File: config.mk
export PLATFORM = sky130hd
export DESIGN_NAME = intersection_scheduler_flat
export DESIGN_NICKNAME = d
export VERILOG_FILES = /design/src/rtl/intersection_scheduler_if.sv /design/src/rtl/intersection_scheduler.sv /design/src/flat_wrapper.sv
export SDC_FILE = /design/constraint.sdc
export NUM_CORES = 1
export LEC_CHECK = 0
export ABC_AREA = 1
export BUFFER_PORTS_ARGS = -buffer_cell sky130_fd_sc_hd__buf_2
export CAP_MARGIN = 5
export CORE_ASPECT_RATIO = 1.75
export CORE_MARGIN = 2
export CORE_UTILIZATION = 57
export DETAILED_ROUTE_END_ITERATION = 8
export MAX_ROUTING_LAYER = met4
export PLACE_DENSITY = 0.78
export REMOVE_ABC_BUFFERS = 1
export SYNTH_ARGS = -nofsm -noshare
export SYNTH_HDL_FRONTEND = slang
export SYNTH_SLANG_ARGS = --single-unit
File: constraint.sdc
create_clock -name clock -period 1.9 [get_ports clock]
set_input_delay 0.095 -clock clock [delete_from_list [all_inputs] [get_ports clock]]
set_output_delay 0.095 -clock clock [all_outputs]
set_load 0.02 [all_outputs]
File: src/rtl/intersection_scheduler_if.sv
// Request and signal-head bundle between the intersection sensors/heads and the phase scheduler.
interface intersection_scheduler_if;
    logic       ped_req;
    logic       up_req;
    logic       down_req;
    logic       turn_req;
    logic       pedestrian_green;
    logic       up_green;
    logic       down_green;
    logic       turn_green;
    logic       all_red;
    logic [1:0] phase;
    logic       ped_served;

    modport master (
        output ped_req, up_req, down_req, turn_req,
        input  pedestrian_green, up_green, down_green, turn_green, all_red, phase, ped_served
    );

    modport slave (
        input  ped_req, up_req, down_req, turn_req,
        output pedestrian_green, up_green, down_green, turn_green, all_red, phase, ped_served
    );
endinterface

File: src/rtl/intersection_scheduler.sv
// Round-robin phase controller (UD, UT, PED) with min/max green dwell and all-red clearance.
module intersection_scheduler #(
    parameter int GREEN_MIN    = 4,
    parameter int GREEN_MAX    = 12,
    parameter int CLEAR_CYCLES = 2,
    parameter int CNT_W        = 8
) (
    input  logic                     clock,
    input  logic                     reset,
    intersection_scheduler_if.slave  bus
);

    typedef enum logic [1:0] {
        ST_INIT  = 2'd0,
        ST_GREEN = 2'd1,
        ST_CLEAR = 2'd2
    } state_e;

    localparam logic [1:0]       PH_UD  = 2'd0;
    localparam logic [1:0]       PH_UT  = 2'd1;
    localparam logic [1:0]       PH_PED = 2'd2;
    localparam logic [1:0]       PH_CLR = 2'd3;
    localparam logic [CNT_W-1:0] CNT_SAT = {CNT_W{1'b1}};
    localparam logic [CNT_W-1:0] GMIN    = CNT_W'(GREEN_MIN);
    localparam logic [CNT_W-1:0] GMAX    = CNT_W'(GREEN_MAX);
    localparam logic [CNT_W-1:0] CLR_LEN = CNT_W'(CLEAR_CYCLES);
    localparam logic [CNT_W-1:0] CNT_ONE = CNT_W'(1);

    // Pending/request vectors are ordered {PED, UT, UD}.
    function automatic logic [2:0] ph_mask(input logic [1:0] ph);
        logic [2:0] m;
        case (ph)
            PH_UD:   m = 3'b001;
            PH_UT:   m = 3'b010;
            PH_PED:  m = 3'b100;
            default: m = 3'b000;
        endcase
        return m;
    endfunction

    function automatic logic [1:0] rr_succ(input logic [1:0] ph);
        logic [1:0] s;
        case (ph)
            PH_UD:   s = PH_UT;
            PH_UT:   s = PH_PED;
            default: s = PH_UD;
        endcase
        return s;
    endfunction

    // The phase just served is checked last so a fresh request for it cannot starve the others.
    function automatic logic [1:0] rr_pick(input logic [1:0] prev, input logic [2:0] pend);
        logic [1:0] c1;
        logic [1:0] c2;
        logic [1:0] pick;
        c1 = rr_succ(prev);
        c2 = rr_succ(c1);
        if (|(pend & ph_mask(c1))) begin
            pick = c1;
        end else if (|(pend & ph_mask(c2))) begin
            pick = c2;
        end else if (|(pend & ph_mask(prev))) begin
            pick = prev;
        end else begin
            pick = PH_UD;
        end
        return pick;
    endfunction

    // Greens as {pedestrian, up, down, turn}.
    function automatic logic [3:0] greens_of(input logic [1:0] ph);
        logic [3:0] g;
        case (ph)
            PH_UD:   g = 4'b0110;
            PH_UT:   g = 4'b0101;
            PH_PED:  g = 4'b1000;
            default: g = 4'b0000;
        endcase
        return g;
    endfunction

    state_e           state_q;
    logic [1:0]       cur_q;
    logic [CNT_W-1:0] cnt_q;
    logic [2:0]       pend_q;
    logic [3:0]       greens_q;
    logic             all_red_q;
    logic [1:0]       phase_q;
    logic             ped_served_q;

    logic [2:0]       req_s;
    logic [2:0]       own_green_s;
    logic [2:0]       pend_set_s;
    logic [2:0]       pend_d;
    logic             other_pend_s;
    logic             own_active_s;
    logic [CNT_W-1:0] cnt_inc_s;
    logic             exit_s;
    logic             enter_s;
    logic [1:0]       enter_ph_s;

    // Next-state decisions: pending update, green exit and green entry.
    always_comb begin
        req_s        = {bus.ped_req, bus.turn_req, bus.up_req | bus.down_req};
        own_green_s  = (state_q == ST_GREEN) ? ph_mask(cur_q) : 3'b000;
        pend_set_s   = pend_q | (req_s & ~own_green_s);
        other_pend_s = |(pend_q & ~own_green_s);
        own_active_s = |(req_s & own_green_s);
        cnt_inc_s    = (cnt_q == CNT_SAT) ? cnt_q : (cnt_q + CNT_ONE);
        exit_s       = 1'b0;
        enter_s      = 1'b0;
        enter_ph_s   = PH_UD;
        case (state_q)
            ST_INIT: begin
                enter_s    = (cnt_inc_s >= CLR_LEN);
                enter_ph_s = PH_UD;
            end
            ST_GREEN: begin
                exit_s = other_pend_s && (cnt_q >= GMIN) && (!own_active_s || (cnt_q >= GMAX));
            end
            ST_CLEAR: begin
                enter_s    = (cnt_q >= CLR_LEN);
                enter_ph_s = rr_pick(cur_q, pend_set_s);
            end
            default: begin
                enter_s = 1'b0;
            end
        endcase
        if (enter_s) begin
            pend_d = pend_set_s & ~ph_mask(enter_ph_s);
        end else begin
            pend_d = pend_set_s;
        end
    end

    // Phase FSM with registered signal-head outputs.
    always_ff @(posedge clock) begin
        if (!reset) begin
            state_q      <= ST_INIT;
            cur_q        <= PH_UD;
            cnt_q        <= '0;
            pend_q       <= 3'b000;
            greens_q     <= 4'b0000;
            all_red_q    <= 1'b1;
            phase_q      <= PH_CLR;
            ped_served_q <= 1'b0;
        end else begin
            pend_q       <= pend_d;
            ped_served_q <= 1'b0;
            case (state_q)
                ST_INIT, ST_CLEAR: begin
                    if (enter_s) begin
                        state_q      <= ST_GREEN;
                        cur_q        <= enter_ph_s;
                        cnt_q        <= CNT_ONE;
                        greens_q     <= greens_of(enter_ph_s);
                        all_red_q    <= 1'b0;
                        phase_q      <= enter_ph_s;
                        ped_served_q <= (enter_ph_s == PH_PED);
                    end else begin
                        cnt_q <= cnt_inc_s;
                    end
                end
                ST_GREEN: begin
                    if (exit_s) begin
                        state_q   <= ST_CLEAR;
                        cnt_q     <= CNT_ONE;
                        greens_q  <= 4'b0000;
                        all_red_q <= 1'b1;
                        phase_q   <= PH_CLR;
                    end else begin
                        cnt_q <= cnt_inc_s;
                    end
                end
                default: begin
                    state_q   <= ST_INIT;
                    cnt_q     <= '0;
                    greens_q  <= 4'b0000;
                    all_red_q <= 1'b1;
                    phase_q   <= PH_CLR;
                end
            endcase
        end
    end

    assign bus.pedestrian_green = greens_q[3];
    assign bus.up_green         = greens_q[2];
    assign bus.down_green       = greens_q[1];
    assign bus.turn_green       = greens_q[0];
    assign bus.all_red          = all_red_q;
    assign bus.phase            = phase_q;
    assign bus.ped_served       = ped_served_q;

endmodule

File: src/flat_wrapper.sv
// flat-port wrapper written by rule: the top's interface ports become plain ports
module intersection_scheduler_flat 
#(
    parameter int GREEN_MIN    = 4,
    parameter int GREEN_MAX    = 12,
    parameter int CLEAR_CYCLES = 2,
    parameter int CNT_W        = 8
)
  (clock, reset, bus_ped_req, bus_up_req, bus_down_req, bus_turn_req, bus_pedestrian_green, bus_up_green, bus_down_green, bus_turn_green, bus_all_red, bus_phase, bus_ped_served);
  intersection_scheduler_if bus_i ();
  input  logic clock;
  input  logic reset;
  input wire logic [$bits(bus_i.ped_req)-1:0] bus_ped_req;
  input wire logic [$bits(bus_i.up_req)-1:0] bus_up_req;
  input wire logic [$bits(bus_i.down_req)-1:0] bus_down_req;
  input wire logic [$bits(bus_i.turn_req)-1:0] bus_turn_req;
  output wire logic [$bits(bus_i.pedestrian_green)-1:0] bus_pedestrian_green;
  output wire logic [$bits(bus_i.up_green)-1:0] bus_up_green;
  output wire logic [$bits(bus_i.down_green)-1:0] bus_down_green;
  output wire logic [$bits(bus_i.turn_green)-1:0] bus_turn_green;
  output wire logic [$bits(bus_i.all_red)-1:0] bus_all_red;
  output wire logic [$bits(bus_i.phase)-1:0] bus_phase;
  output wire logic [$bits(bus_i.ped_served)-1:0] bus_ped_served;
  assign bus_i.ped_req = bus_ped_req;
  assign bus_i.up_req = bus_up_req;
  assign bus_i.down_req = bus_down_req;
  assign bus_i.turn_req = bus_turn_req;
  assign bus_pedestrian_green = bus_i.pedestrian_green;
  assign bus_up_green = bus_i.up_green;
  assign bus_down_green = bus_i.down_green;
  assign bus_turn_green = bus_i.turn_green;
  assign bus_all_red = bus_i.all_red;
  assign bus_phase = bus_i.phase;
  assign bus_ped_served = bus_i.ped_served;
  intersection_scheduler #(.GREEN_MIN(GREEN_MIN), .GREEN_MAX(GREEN_MAX), .CLEAR_CYCLES(CLEAR_CYCLES), .CNT_W(CNT_W)) u_core (.clock(clock), .reset(reset), .bus(bus_i));
endmodule
# After elaboration in Yosys (flattened, before gate mapping)
# Index checks and enable logic that the tools add are counted.
[totals]
reg_bits = 23
latch_bits = 0
ramBits = 0
romBits = 0
inputBits = 6
out_inout_bits = 8
wordCells = 95
mem_count = 0
[classes]
add_sub_neg = 1
mul = 0
div = 0
magnitude_cmp = 4
eq_ne = 13
shift = 0
mux = 40
bitwise_logic = 11
n_reduce_logical = 18
[ops]
columns = ["cell", "count"]
rows = [
  ["case mux 3 bit (3 select lines)", 4],
  ["2-to-1 mux 3 bit", 9],
  ["2-to-1 mux 8 bit", 3],
  ["AND 3 bit", 7],
  ["2-to-1 mux 2 bit", 10],
  [">= comparator 8 x 2 -> 1 bit (second input constant)", 2],
  ["case mux 2 bit (2 select lines)", 4],
  ["case mux 8 bit (2 select lines)", 1],
  ["OR reduction 3 bit", 5],
  ["case mux 4 bit (3 select lines)", 1],
  ["equality test 2 x 1 -> 1 bit (second input constant)", 5],
  ["equality test 2 bit (second input constant)", 5],
  ["zero test 2 bit", 5],
  ["adder 8 x 1 -> 8 bit (second input constant)", 1],
  ["equality test 8 bit (second input constant)", 1],
  [">= comparator 8 x 3 -> 1 bit (second input constant)", 1],
  [">= comparator 8 x 4 -> 1 bit (second input constant)", 1],
  ["2-to-1 mux 4 bit", 2],
  ["case mux 4 bit (2 select lines)", 1],
  ["NOT 3 bit", 2],
  ["!= test 2 x 1 -> 1 bit (second input constant)", 2],
  ["case mux 1 bit (2 select lines)", 2],
  ["AND reduction 2 bit", 2],
  ["2-to-1 mux 1 bit", 3],
  ["7 further kinds", 8],
]

# Logic depth before layout (Yosys ltp)
[depth]
word_depth = 27
mapped_depth = 15
mapped_depth_nobuf = 14

# Least setup slack after synthesis
# OpenSTA, ideal clock, no wires.
[synth_path]
path_type = "register -> register"
startpoint = "reg u_core.cnt_q[0]"
endpoint = "reg u_core.greens_q[0]"
setup_time_ps = 114
arrival_time_ps = 1606
required_time_ps = 1786
setup_slack_ps = 180
path_stages_with_launch = 15
n_path_buf = 1
period_less_slack_ps = 1720
path_cell_list = "dfxtp_1 -> ha_1 -> inv_1 -> nor2_4 -> nand2_4 -> inv_2 -> nor2_1 -> nand3_1 -> nor2_2 -> nand2_2 -> nand2_4 -> buf_8 -> nand2_4 -> nor2_1 -> nor2_2"
[synth_via]
elab_chain_cells = 6
elab_cells_between_ends = 15
cone_classes = "add/sub (1); order compare (4); eq/ne (3); mux (3); reduce/logical (4)"
[synth_lines]
columns = ["element", "line", "source"]
rows = [
  ["start: declaration", "intersection_scheduler.sv:84", "logic [CNT_W-1:0] cnt_q;"],
  ["start signal: assignment", "intersection_scheduler.sv:161", "cnt_q <= cnt_inc_s;"],
  ["start signal: assignment", "intersection_scheduler.sv:172", "cnt_q <= cnt_inc_s;"],
  ["adder 8 x 1 -> 8 bit, or another cell as far along", "intersection_scheduler.sv:109", "cnt_inc_s = (cnt_q == CNT_SAT) ? cnt_q : (cnt_q + CNT_ONE);"],
  ["2-to-1 mux 8 bit, or another cell as far along", "intersection_scheduler.sv:109", ""],
  [">= comparator 8 x 2 -> 1 bit / logical AND 1 bit (equally long branches)", "intersection_scheduler.sv:115, intersection_scheduler.sv:119", ""],
  ["case mux 1 bit (2 select lines) / 2-to-1 mux 1 bit (equally long branches)", "intersection_scheduler.sv:113", "case (state_q)"],
  ["!= test 2 x 1 -> 1 bit (no line)", "n/a", ""],
  ["AND reduction 2 bit (no line) *", "n/a", ""],
  ["end signal: assignment", "intersection_scheduler.sv:156", "greens_q <= greens_of(enter_ph_s);"],
  ["end: declaration", "intersection_scheduler.sv:86", "logic [3:0] greens_q;"],
]
# Every way passes the cells marked *; elsewhere a longest branch is shown, timed or not.
# A chain may end at the register's enable or synchronous reset.

# Worst setup path in the final report
[layout_path]
startpoint = "reg u_core.cnt_q[0]"
endpoint = "reg u_core.phase_q[0], in the netlist u_core.bus.phase[0]"
[layout_via]
elab_chain_cells = 6
elab_cells_between_ends = 15
cone_classes = "add/sub (1); order compare (4); eq/ne (3); mux (3); reduce/logical (4)"
[layout_lines]
columns = ["element", "line", "source"]
rows = [
  ["adder 8 x 1 -> 8 bit, or another cell as far along", "intersection_scheduler.sv:109", ""],
  ["2-to-1 mux 8 bit, or another cell as far along", "intersection_scheduler.sv:109", ""],
  [">= comparator 8 x 2 -> 1 bit / logical AND 1 bit (equally long branches)", "intersection_scheduler.sv:115, intersection_scheduler.sv:119", ""],
  ["case mux 1 bit (2 select lines) / 2-to-1 mux 1 bit (equally long branches)", "intersection_scheduler.sv:113", ""],
  ["!= test 2 x 1 -> 1 bit (no line)", "n/a", ""],
  ["AND reduction 2 bit (no line) *", "n/a", ""],
  ["end signal: assignment", "intersection_scheduler.sv:158", "phase_q <= enter_ph_s;"],
  ["end: declaration", "intersection_scheduler.sv:88", "logic [1:0] phase_q;"],
]
# Marks and branches as above.

==> qor.yml <==
cts.clk_slew.worst_paths_ps: 80
finalCritPeriodShare: 0.995
power_frac_clock: 0.148
hp-class: "input pin to flip-flop"
final_common_cell: "nand2_1"
grt_pass1_vias: 1285
clock_latency_ps: 260
drt_first_iter_violations: 53
grt_antenna_before_repair: 0
routed_wirelength_microns: 3250
netSwitchingPower_uw: 903
ys_seq_elements: 23
finalHoldViolCount: 0
fin_nets: 231
port_buffers: 13
synth_mux_area_frac: 0
power.density_nw_per_um2: 1280
synth_top_family_by_area: "simple AND/OR/NAND/NOR gates"
root_buffer: "clkbuf_8"
synthAdderAreaFrac: 0.0186
startpoint_type: "flip-flop"
drc: 0
path_class: "flip-flop to flip-flop"
hpwl_microns: 2420
initial_core_util: 0.591
grt.overflow.total: 0
cts_num_sinks: 23
leakage_nw: 0.754
netlist.area_leader.share: 0.343
final.setup.worst_slack_ps: 8.73
synthesis.area_sq_um: 1340
yosysWarningCount: 0
grt_start_max_net_pins: 14
yosys-top-cells-area: "dfxtp_1 (34%), nand2_1 (13%), nor2_1 (7.0%)"
seq_area_frac_synth: 0.343
tightest_slew_ps: 386
drt-vias-per-instance: 5.45
outcome: "finished clean"
die_x_microns: 40.7
fp.dieArea_sq_um: 2780
diodes: 0
setup_violations: 0
firstDrtPassIters: 4
ir_drop_v: 0.000968
cts_inserted_buffers: 3
period_needed_ps: 1890
yosys.area_share.simple: 0.435
cp_data_required_time_ps: 2060
netlist_instances: 199
combPwrFrac: 0.522
core_area_sq_um: 2270
synth_cell_types: 27
drive_above_1_share: 0.311
rsz0062_at_grt: "yes"
place_congestion: 0.867
synth_largest_area_cell: "dfxtp_1"
ioPinCount: 14
hold_slack_ps: 134
fillers: 176
clockBufferDepth: 2
ant_nets: 0
dp_worst_setup_slack_ps: -37.3
gr-usage-all-layers: 0.275
slew_viol_final: 0
cts_max_level: 1
avgSynthCellArea_sq_um: 6.75
intPower_mw: 1.12
cp.arrival_ps: 2050
final_cell_mix: "nand2_1 (47), inv_1 (22), nor2_1 (21), nand3_1 (17), dfxtp_1 (17)"
std_cell_rows: 23
syn_to_final_growth_pct: 17.7
relSlewSlack: 0.741
end_kind: "flip-flop"
synth_xor_area_frac: 0.0130
tritoncts: "yes"
grt_first_pass_wirelength_microns: 5140
vias: 1347
fin_worst_skew_ps: 3.16
cp_max_fo: 8
p_seq_frac: 0.330
swShare: 0.446
die_y_microns: 68.2
maxCapViolCount: 0
max_freq_ghz: 0.529
fin_util: 0.696
synth_compound_area_frac: 0.0987
wl_per_cell_microns: 13.2
-- power by group through the flow --
stage	sequential, mW	clock [mW]	combinational (mW)
floorplan	0.714	0	0.642
global placement	0.661	0	0.860
detailed placement	0.664	0	0.881
CTS	0.653	0.307	0.977
global route	0.682	0.324	1.19
finish	0.670	0.300	1.06
-- through the flow --
stage / cells / TNS (ps) / instance area, sq um / power, mW
detailed placement: 235 / -85.5 / 1420 / 1.54
finish: 247 / 0 / 1580 / 2.03
floorplan: 197 / 0 / 1320 / 1.36
global route: 247 / -139 / 1580 / 2.19
CTS: 242 / 0 / 1500 / 1.94
global placement: 235 / 0 / 1420 / 1.52
-- cells by family (layout without fill, tap and decap cells) --
kind of cell | after synthesis | after routing
adder cells (fa/ha/maj) | 2 | 2
AO/OA/AOI/OAI | 23 | 23
XOR/XNOR | 2 | 2
flip-flops | 23 | 23
AND/OR/NAND/NOR | 120 | 121
buffers and inverters | 29 | 51
-- worst max-delay path: stages (launching register included) --
cell,delay (ps)
dfxtp_4,360
ha_2,200
inv_1,110
nor2_4,60
nand2_4,110
inv_2,60
nor2_2,110
nand3_1,100
nor2_2,110
nand2_2,120
nand2_4,140
nand3_4,120
nor2_2,110
nor2_1,50
-- synthesized netlist by cell type (all sizes together) --
| library cell | number |
|---|---|
| or2 | 1 |
| a21oi | 12 |
| inv | 26 |
| nor3 | 1 |
| nand4 | 5 |
| nand3 | 22 |
| nand2 | 58 |
| o211ai | 3 |
| o21ai | 7 |
| a21o | 1 |
| dfxtp | 23 |
| nor2 | 32 |
| xor2 | 2 |
| ha | 2 |
| buf | 2 |
| and3 | 1 |
| clkinv | 1 |
-- sequential cells by signal, summed over array words and instances, names as in the netlist --
signal,flops
u_core.cnt_q,8
u_core.greens_q,4
u_core.pend_q,3
u_core.bus.phase,2
u_core.cur_q,2
u_core.state_q,2
u_core.bus.all_red,1
u_core.bus.ped_served,1
-- worst paths after layout --
path / start / depth (start not counted) / slack [ps] / to
setup / recovery: u_core.cnt_q[0] / 13 / 9 / u_core.bus.phase[0]
hold reg to reg: u_core.bus.all_red / 2 / 490 / u_core.bus.all_red
hold / removal: reset / 2 / 130 / u_core.bus.phase[1]
setup reg to reg: u_core.cnt_q[0] / 13 / 9 / u_core.bus.phase[0]
-- per-layer routing --
layer	global-route usage	share of wire	up-vias
li1	-	-	681
met1	0.237	0.36	644
met2	0.540	0.59	14
met3	0.0325	0.017	8
met4	0.104	0.025	0
met5	-	0	-
-- area by class of cell --
type / count / area [sq um] / area share
repair buffers: 20 / 118 / 0.0744
clock buffers: 3 / 41.3 / 0.0261
clock inverters: 1 / 5.00 / 0.00316
well taps: 25 / 31.3 / 0.0198
flip-flops and latches: 23 / 473 / 0.299
multi-input cells: 148 / 810 / 0.512
inverters: 27 / 104 / 0.0657
-- timing repair --
action,4_1_cts,5_1_grt
gates cloned,1,0
pin swaps,0,3
endpoints found under the setup margin,4,21
resized for setup,2,18
buffers inserted,2,5
hold buffers,0,0
Note: power is estimated with default switching activity, not from simulation.
